`src/rtl/alu_pkg.sv`:
```
// alu_pkg: shared encodings for the 8-bit ALU and its wide-operation driver.
//   OP_*     : 2-bit operation select, shared by the command channel and ALU COND
//   state_t  : driver FSM states
//   sub_borrow(): unsigned borrow of one 8-bit limb subtraction
package alu_pkg;

  localparam logic [1:0] OP_ADD = 2'b00;
  localparam logic [1:0] OP_SUB = 2'b01;
  localparam logic [1:0] OP_AND = 2'b10;
  localparam logic [1:0] OP_OR  = 2'b11;

  typedef enum logic [1:0] {
    S_IDLE = 2'b00,
    S_OP   = 2'b01,
    S_FIX  = 2'b10,
    S_DONE = 2'b11
  } state_t;

  // The ALU only reports a carry for addition, so the borrow is derived here.
  function automatic logic sub_borrow(input logic [7:0] a, input logic [7:0] b);
    return (a < b) ? 1'b1 : 1'b0;
  endfunction

endpackage

```
`src/rtl/alu_seq_driver_if.sv`:
```
// alu_seq_driver_if: command and response channels of the wide ALU driver.
//   cmd_valid/cmd_ready/cmd_op/cmd_a/cmd_b : wide operation request
//   rsp_valid/rsp_ready/rsp_result/rsp_carry : wide result plus carry/borrow
//   master : the sequencer side issuing commands
//   slave  : the driver side executing them
interface alu_seq_driver_if #(
  parameter int NBYTES = 2
);
  localparam int W = 8 * NBYTES;

  logic         cmd_valid;
  logic         cmd_ready;
  logic [1:0]   cmd_op;
  logic [W-1:0] cmd_a;
  logic [W-1:0] cmd_b;
  logic         rsp_valid;
  logic         rsp_ready;
  logic [W-1:0] rsp_result;
  logic         rsp_carry;

  modport master (
    output cmd_valid, cmd_op, cmd_a, cmd_b, rsp_ready,
    input  cmd_ready, rsp_valid, rsp_result, rsp_carry
  );

  modport slave (
    input  cmd_valid, cmd_op, cmd_a, cmd_b, rsp_ready,
    output cmd_ready, rsp_valid, rsp_result, rsp_carry
  );
endinterface

```
`src/rtl/alu_seq_driver.sv`:
```
// alu_seq_driver: runs a wide (8*NBYTES-bit) add/sub/and/or on an external
// 8-bit ALU, one limb per cycle, least-significant limb first. A carry/borrow
// coming into a limb is applied with an extra +1/-1 ALU pass (FIX state).
//   clk, rst_n        : clock, synchronous active-low reset
//   bus (slave)       : command/response channels
//   alu_a/alu_b/alu_cond : registered operands/op select to the ALU
//   alu_out/alu_carry : combinational ALU result and add carry
module alu_seq_driver
  import alu_pkg::*;
#(
  parameter int NBYTES = 2
) (
  input  logic             clk,
  input  logic             rst_n,
  alu_seq_driver_if.slave  bus,
  output logic [7:0]       alu_a,
  output logic [7:0]       alu_b,
  output logic [1:0]       alu_cond,
  input  logic [7:0]       alu_out,
  input  logic             alu_carry
);

  localparam int W  = 8 * NBYTES;
  localparam int IW = (NBYTES > 1) ? $clog2(NBYTES) : 1;
  localparam logic [IW-1:0] LAST = IW'(NBYTES - 1);

  state_t        state;
  logic [1:0]    op;
  logic [IW-1:0] idx;
  logic          pending;
  logic          c_hold;
  logic          rsp_valid;
  logic [W-1:0]  rsp_result;
  logic          rsp_carry;

  logic [7:0]    a_limb  [NBYTES];
  logic [7:0]    b_limb  [NBYTES];
  logic [7:0]    r_limb  [NBYTES];
  logic [7:0]    in_a    [NBYTES];
  logic [7:0]    in_b    [NBYTES];
  logic [7:0]    r_merge [NBYTES];
  logic [W-1:0]  r_merge_flat;

  logic          c_op;
  logic          fix_out;
  logic          go_fix;
  logic          limb_carry;
  logic [IW-1:0] idx_nxt;

  // Limb split of the command operands; r_merge is R with the limb being
  // written this cycle already replaced, so DONE can load the full result.
  for (genvar g = 0; g < NBYTES; g++) begin : g_limb
    assign in_a[g]                = bus.cmd_a[8*g +: 8];
    assign in_b[g]                = bus.cmd_b[8*g +: 8];
    assign r_merge[g]             = (idx == IW'(g)) ? alu_out : r_limb[g];
    assign r_merge_flat[8*g +: 8] = r_merge[g];
  end

  assign bus.cmd_ready  = rst_n & (state == S_IDLE);
  assign bus.rsp_valid  = rsp_valid;
  assign bus.rsp_result = rsp_result;
  assign bus.rsp_carry  = rsp_carry;

  // Carry/borrow produced by the plain limb operation in OP.
  always_comb begin
    c_op = 1'b0;
    case (op)
      OP_ADD:  c_op = alu_carry;
      OP_SUB:  c_op = sub_borrow(a_limb[idx], b_limb[idx]);
      default: c_op = 1'b0;
    endcase
  end

  // Carry/borrow leaving the limb after the +1/-1 correction in FIX.
  always_comb begin
    fix_out = c_hold;
    if (op == OP_SUB) begin
      fix_out = c_hold | (r_limb[idx] == 8'h00);
    end else begin
      fix_out = c_hold | alu_carry;
    end
  end

  // Step control: FIX only for arithmetic ops with a carry pending into the limb.
  always_comb begin
    go_fix     = (state == S_OP) && pending && (op[1] == 1'b0);
    limb_carry = (state == S_FIX) ? fix_out : c_op;
    idx_nxt    = idx + IW'(1);
  end

  // Main FSM; ALU drive and response outputs are all registered here.
  always_ff @(posedge clk) begin
    if (!rst_n) begin
      state      <= S_IDLE;
      op         <= OP_ADD;
      idx        <= '0;
      pending    <= 1'b0;
      c_hold     <= 1'b0;
      rsp_valid  <= 1'b0;
      rsp_result <= '0;
      rsp_carry  <= 1'b0;
      alu_a      <= 8'h00;
      alu_b      <= 8'h00;
      alu_cond   <= OP_ADD;
      for (int k = 0; k < NBYTES; k++) begin
        a_limb[k] <= 8'h00;
        b_limb[k] <= 8'h00;
        r_limb[k] <= 8'h00;
      end
    end else begin
      case (state)
        S_IDLE: begin
          if (bus.cmd_valid) begin
            op      <= bus.cmd_op;
            idx     <= '0;
            pending <= 1'b0;
            c_hold  <= 1'b0;
            for (int k = 0; k < NBYTES; k++) begin
              a_limb[k] <= in_a[k];
              b_limb[k] <= in_b[k];
            end
            alu_a    <= in_a[0];
            alu_b    <= in_b[0];
            alu_cond <= bus.cmd_op;
            state    <= S_OP;
          end
        end
        S_OP, S_FIX: begin
          r_limb[idx] <= alu_out;
          if (go_fix) begin
            // Next pass applies the incoming carry/borrow to the limb just stored.
            c_hold   <= c_op;
            alu_a    <= alu_out;
            alu_b    <= 8'h01;
            alu_cond <= op;
            state    <= S_FIX;
          end else begin
            pending <= limb_carry;
            if (idx == LAST) begin
              rsp_valid  <= 1'b1;
              rsp_result <= r_merge_flat;
              rsp_carry  <= limb_carry;
              alu_a      <= 8'h00;
              alu_b      <= 8'h00;
              alu_cond   <= OP_ADD;
              state      <= S_DONE;
            end else begin
              idx      <= idx_nxt;
              alu_a    <= a_limb[idx_nxt];
              alu_b    <= b_limb[idx_nxt];
              alu_cond <= op;
              state    <= S_OP;
            end
          end
        end
        S_DONE: begin
          if (bus.rsp_ready) begin
            rsp_valid <= 1'b0;
            state     <= S_IDLE;
          end
        end
        default: state <= S_IDLE;
      endcase
    end
  end

endmodule

```
`src/flat_wrapper.sv`:
```
// flat-port wrapper written by rule: the top's interface ports become plain ports
module alu_seq_driver_flat import alu_pkg::*;
#(
  parameter int NBYTES = 2
)
  (clk, rst_n, alu_a, alu_b, alu_cond, alu_out, alu_carry, bus_cmd_valid, bus_cmd_op, bus_cmd_a, bus_cmd_b, bus_rsp_ready, bus_cmd_ready, bus_rsp_valid, bus_rsp_result, bus_rsp_carry);
  alu_seq_driver_if #(.NBYTES(NBYTES)) bus_i ();
  input  logic clk;
  input  logic rst_n;
  output logic [7:0] alu_a;
  output logic [7:0] alu_b;
  output logic [1:0] alu_cond;
  input  logic [7:0] alu_out;
  input  logic alu_carry;
  input wire logic [$bits(bus_i.cmd_valid)-1:0] bus_cmd_valid;
  input wire logic [$bits(bus_i.cmd_op)-1:0] bus_cmd_op;
  input wire logic [$bits(bus_i.cmd_a)-1:0] bus_cmd_a;
  input wire logic [$bits(bus_i.cmd_b)-1:0] bus_cmd_b;
  input wire logic [$bits(bus_i.rsp_ready)-1:0] bus_rsp_ready;
  output wire logic [$bits(bus_i.cmd_ready)-1:0] bus_cmd_ready;
  output wire logic [$bits(bus_i.rsp_valid)-1:0] bus_rsp_valid;
  output wire logic [$bits(bus_i.rsp_result)-1:0] bus_rsp_result;
  output wire logic [$bits(bus_i.rsp_carry)-1:0] bus_rsp_carry;
  assign bus_i.cmd_valid = bus_cmd_valid;
  assign bus_i.cmd_op = bus_cmd_op;
  assign bus_i.cmd_a = bus_cmd_a;
  assign bus_i.cmd_b = bus_cmd_b;
  assign bus_i.rsp_ready = bus_rsp_ready;
  assign bus_cmd_ready = bus_i.cmd_ready;
  assign bus_rsp_valid = bus_i.rsp_valid;
  assign bus_rsp_result = bus_i.rsp_result;
  assign bus_rsp_carry = bus_i.rsp_carry;
  alu_seq_driver #(.NBYTES(NBYTES)) u_core (.clk(clk), .rst_n(rst_n), .bus(bus_i), .alu_a(alu_a), .alu_b(alu_b), .alu_cond(alu_cond), .alu_out(alu_out), .alu_carry(alu_carry));
endmodule
```
`config.mk`:
```
export PLATFORM = sky130hd
export DESIGN_NAME = alu_seq_driver_flat
export DESIGN_NICKNAME = d
export VERILOG_FILES = /design/src/rtl/alu_pkg.sv /design/src/rtl/alu_seq_driver_if.sv /design/src/rtl/alu_seq_driver.sv /design/src/flat_wrapper.sv
export SDC_FILE = /design/constraint.sdc
export NUM_CORES = 1
export LEC_CHECK = 0
export ABC_AREA = 0
export CAP_MARGIN = 20
export CORE_UTILIZATION = 25
export CTS_BUF_LIST = sky130_fd_sc_hd__clkbuf_8
export DETAILED_ROUTE_END_ITERATION = 8
export SLEW_MARGIN = 10
export SYNTH_ARGS = -nofsm -noshare
export SYNTH_HDL_FRONTEND = slang
export SYNTH_SLANG_ARGS = --single-unit
```
`constraint.sdc`:
```
create_clock -name clk -period 2.87 [get_ports clk]
set_input_delay 0.574 -clock clk [delete_from_list [all_inputs] [get_ports clk]]
set_output_delay 0.574 -clock clk [all_outputs]
set_load 0.005 [all_outputs]
```
==> results.yml <==
outcome:
  status: "complete, no violations"
floorplanning:
  die_h_um: 131
  fp.dieW_um: 131
  rows: 46
  initial_utilization_pct: 25.9
  die_area_mm2: 0.0171
  core_area_mm2: 0.0161
  num_io_pins: 84
cts:
  cts_buffers: 9
  cts_hold_buf: 0
  postCtsSetupRepairBufs: 0
  cts-root-buf: "clkbuf_8"
  clockBufferDepth: 2
  htreeDepth: 3
  cts_tree: "built"
  clk_latency_ps: 380
  cts.clk_slew.worst_paths_ps: 90
  cts.sinks: 92
  cts-resized-gates: 0
pwr:
  power_leakage_uw: 0.00189
  vdd_ir_drop_max_mv: 0.234
  p_per_area_mw_per_mm2: 577
sta:
  fin_crit_sh_pct: 87.0
  rsz0062_at_grt: "no"
  slew_viol_final: 0
  fmaxAchievable_ghz: 0.401
  fin_tns_setup_ps: 0
  worst_pin_slew_ps: 947
  slew_headroom_pct: 36.9
  finalHoldViolCount: 0
  skew_ps: 11.0
  timing.hold.ws_ps: 458
  min_period_ps: 2500
  setup_viol: 0
final_layout:
  syn2layout_area_growth_pct: 30.4
  diodes: 0
  final_nets: 538
  final_util_pct: 33.7
  fill_cells: 1611
  layout-drive-gt1-share_pct: 7.63
min_path:
  min-delay-path-class: "register to register"
  hp-start: "u_core.bus.rsp_result[4]$_SDFFE_PN0P_"
placed_design:
  portBuffers: 83
  gp_congestion: 0.805
  place_hpwl_um: 8240
yosys:
  synth_top_cell_area_share_pct: 34.7
  synth-seq-area-share_pct: 55.9
  synth.most_common_cell: "nand2_1"
  synthCells: 400
  synth.area.top_cells: "edfxtp_1, dfxtp_1, and2_1, nand2_1, a21oi_1"
  synth_edf_count: 48
  ys_warn_count: 0
  synthFlopType: "edfxtp_1"
  ys_top_cells_by_count: "nand2_1, and2_1, edfxtp_1, dfxtp_1, a21oi_1"
  syn_area_mm2: 0.00416
  ys_ff_latch: 92
  syn-num-nets: 458
  yosysTopAreaCell: "edfxtp_1"
  avgSynthCellArea_um2: 10.4
  ys_types: 46
  synthArstFlopShare_pct: 0
route:
  first_pass_iters: 4
  drc: 0
  drtAntennaViolNets: 0
  routed_wl_um: 11200
  drt_first_iter_violations: 224
  post_drt_wl_per_cell_um: 16.0
  via_count: 3258
  vias_per_cell: 4.65
setup_path:
  end_kind: "output pin"
  path_max_fanout: 9
  rrSetupSlack_ps: 420
  cp_data_arrival_time_ps: 1920
  path_buf_inv: 2
  criticalPathCategory: "register to output pin"
  crit_slowest_cell: "clkdlybuf4s50_1"
  cp.required_ps: 2300
  slowest_delay_ps: 520
  crit_path_start_kind: "register"
  cp_cell_sequence: "inv_1 > ha_1 > and2_1 > clkdlybuf4s50_1"
  startpoint: "u_core.state[0]$_SDFFE_PN0P_"
  crit_family: "buffers and inverters"
job:
  drv_cap: 0
grt:
  antenna_found_initial: 0
  grt_use_total_pct: 14.2
  grt_max_degree: 35
  grt_pass1_vias: 3309
  grt_overflow_total: 0
  grt_pass1_wl_um: 17700
stage by stage:
stage | cells | power (µW) | cell area (µm²) | setup slack [ps]
6_report | 701 | 3130 | 5420 | 374
3_3_place_gp | 684 | 2190 | 5200 | 497
5_1_grt | 701 | 3280 | 5420 | 237
2_1_floorplan | 400 | 1920 | 4160 | 637
4_1_cts | 700 | 3150 | 5410 | 359
3_5_place_dp | 684 | 2200 | 5200 | 427
final timing paths:
check / end / cells past startpoint
setup reg to reg: u_core.pending$_SDFFE_PN0P_ / 6
hold / removal: u_core.bus.rsp_result[4]$_SDFFE_PN0P_ / 2
setup / recovery: bus_cmd_ready / 4
hold reg to reg: u_core.bus.rsp_result[4]$_SDFFE_PN0P_ / 2
metal layers:
metal  wire, µm  vias to the layer above  track usage [%]
met3        681                       18             4.28
met4        203                        0             4.80
met5          0                        -                0
met1       5080                     1547             17.5
li1           -                     1578                -
met2       5270                      115             23.5
tightest hold or removal path: stages (launching register included):
cell     delay [ps]
dfxtp_1         310
nand2_1          50
a21oi_1          50
power breakdown:
group / switching [µW] / total (µW) / internal, µW
Sequential: 71.6 / 1580 / 1510
Clock: 468 / 953 / 485
Combinational: 311 / 595 / 284
cells by family after synthesis:
kind of cell             after synthesis  share of synthesized area, %
AO/OA/AOI/OAI                         83                          12.8
flip-flops                            92                          55.9
adder cells (fa/ha/maj)               11                          3.31
AND/OR/NAND/NOR                      163                          20.3
multiplexers                          14                          3.58
buffers and inverters                 37                          4.12
cell usage in the layout, fill, tap and decap left out, types with 2 or more instances in the layout:
master / Yosys / routed
nand2_1: 55 / 55
nor3b_1: 2 / 2
and3_1: 2 / 2
clkbuf_8: 0 / 9
inv_1: 13 / 13
mux2i_1: 7 / 7
o311ai_1: 6 / 6
clkdlybuf4s50_1: 0 / 83
a31oi_1: 2 / 2
nor2b_1: 3 / 3
o21ai_0: 11 / 11
a21oi_1: 34 / 34
nor4_1: 2 / 2
mux2_2: 7 / 7
dfxtp_1: 44 / 44
o211ai_1: 8 / 8
nand4_1: 4 / 4
bufinv_16: 0 / 2
nor3_1: 9 / 9
a211oi_1: 3 / 3
ha_1: 11 / 11
nand3_1: 6 / 6
buf_4: 2 / 8
nand2b_1: 5 / 5
a221oi_1: 7 / 7
o21ai_1: 3 / 3
nor2_1: 18 / 18
clkinvlp_4: 0 / 3
edfxtp_1: 48 / 48
and2_1: 49 / 49
o21a_1: 2 / 2
registers in the layout (all words and copies together) (netlist names), named ones only:
signal,flops
u_core.alu_b,8
u_core.b_limb,16
u_core.r_limb,16
u_core.alu_a,8
u_core.a_limb,16
u_core.pending,1
u_core.c_hold,1
u_core.state,2
u_core.idx,1
u_core.bus.rsp_carry,1
u_core.op,2
u_core.bus.rsp_result,16
u_core.bus.rsp_valid,1
u_core.alu_cond,2
final cells by class:
class                      instances  area [µm²]  area share (%)
tap                              216         270            4.99
inverter                          14        52.6           0.970
sequential                        92        2320            42.9
clock inverter                     7        91.3            1.69
multi-input combinational        271        1660            30.7
clock buffer                       9         124            2.29
timing repair buffer              92         896            16.5
No activity file was read; power rests on OpenSTA's default activity.
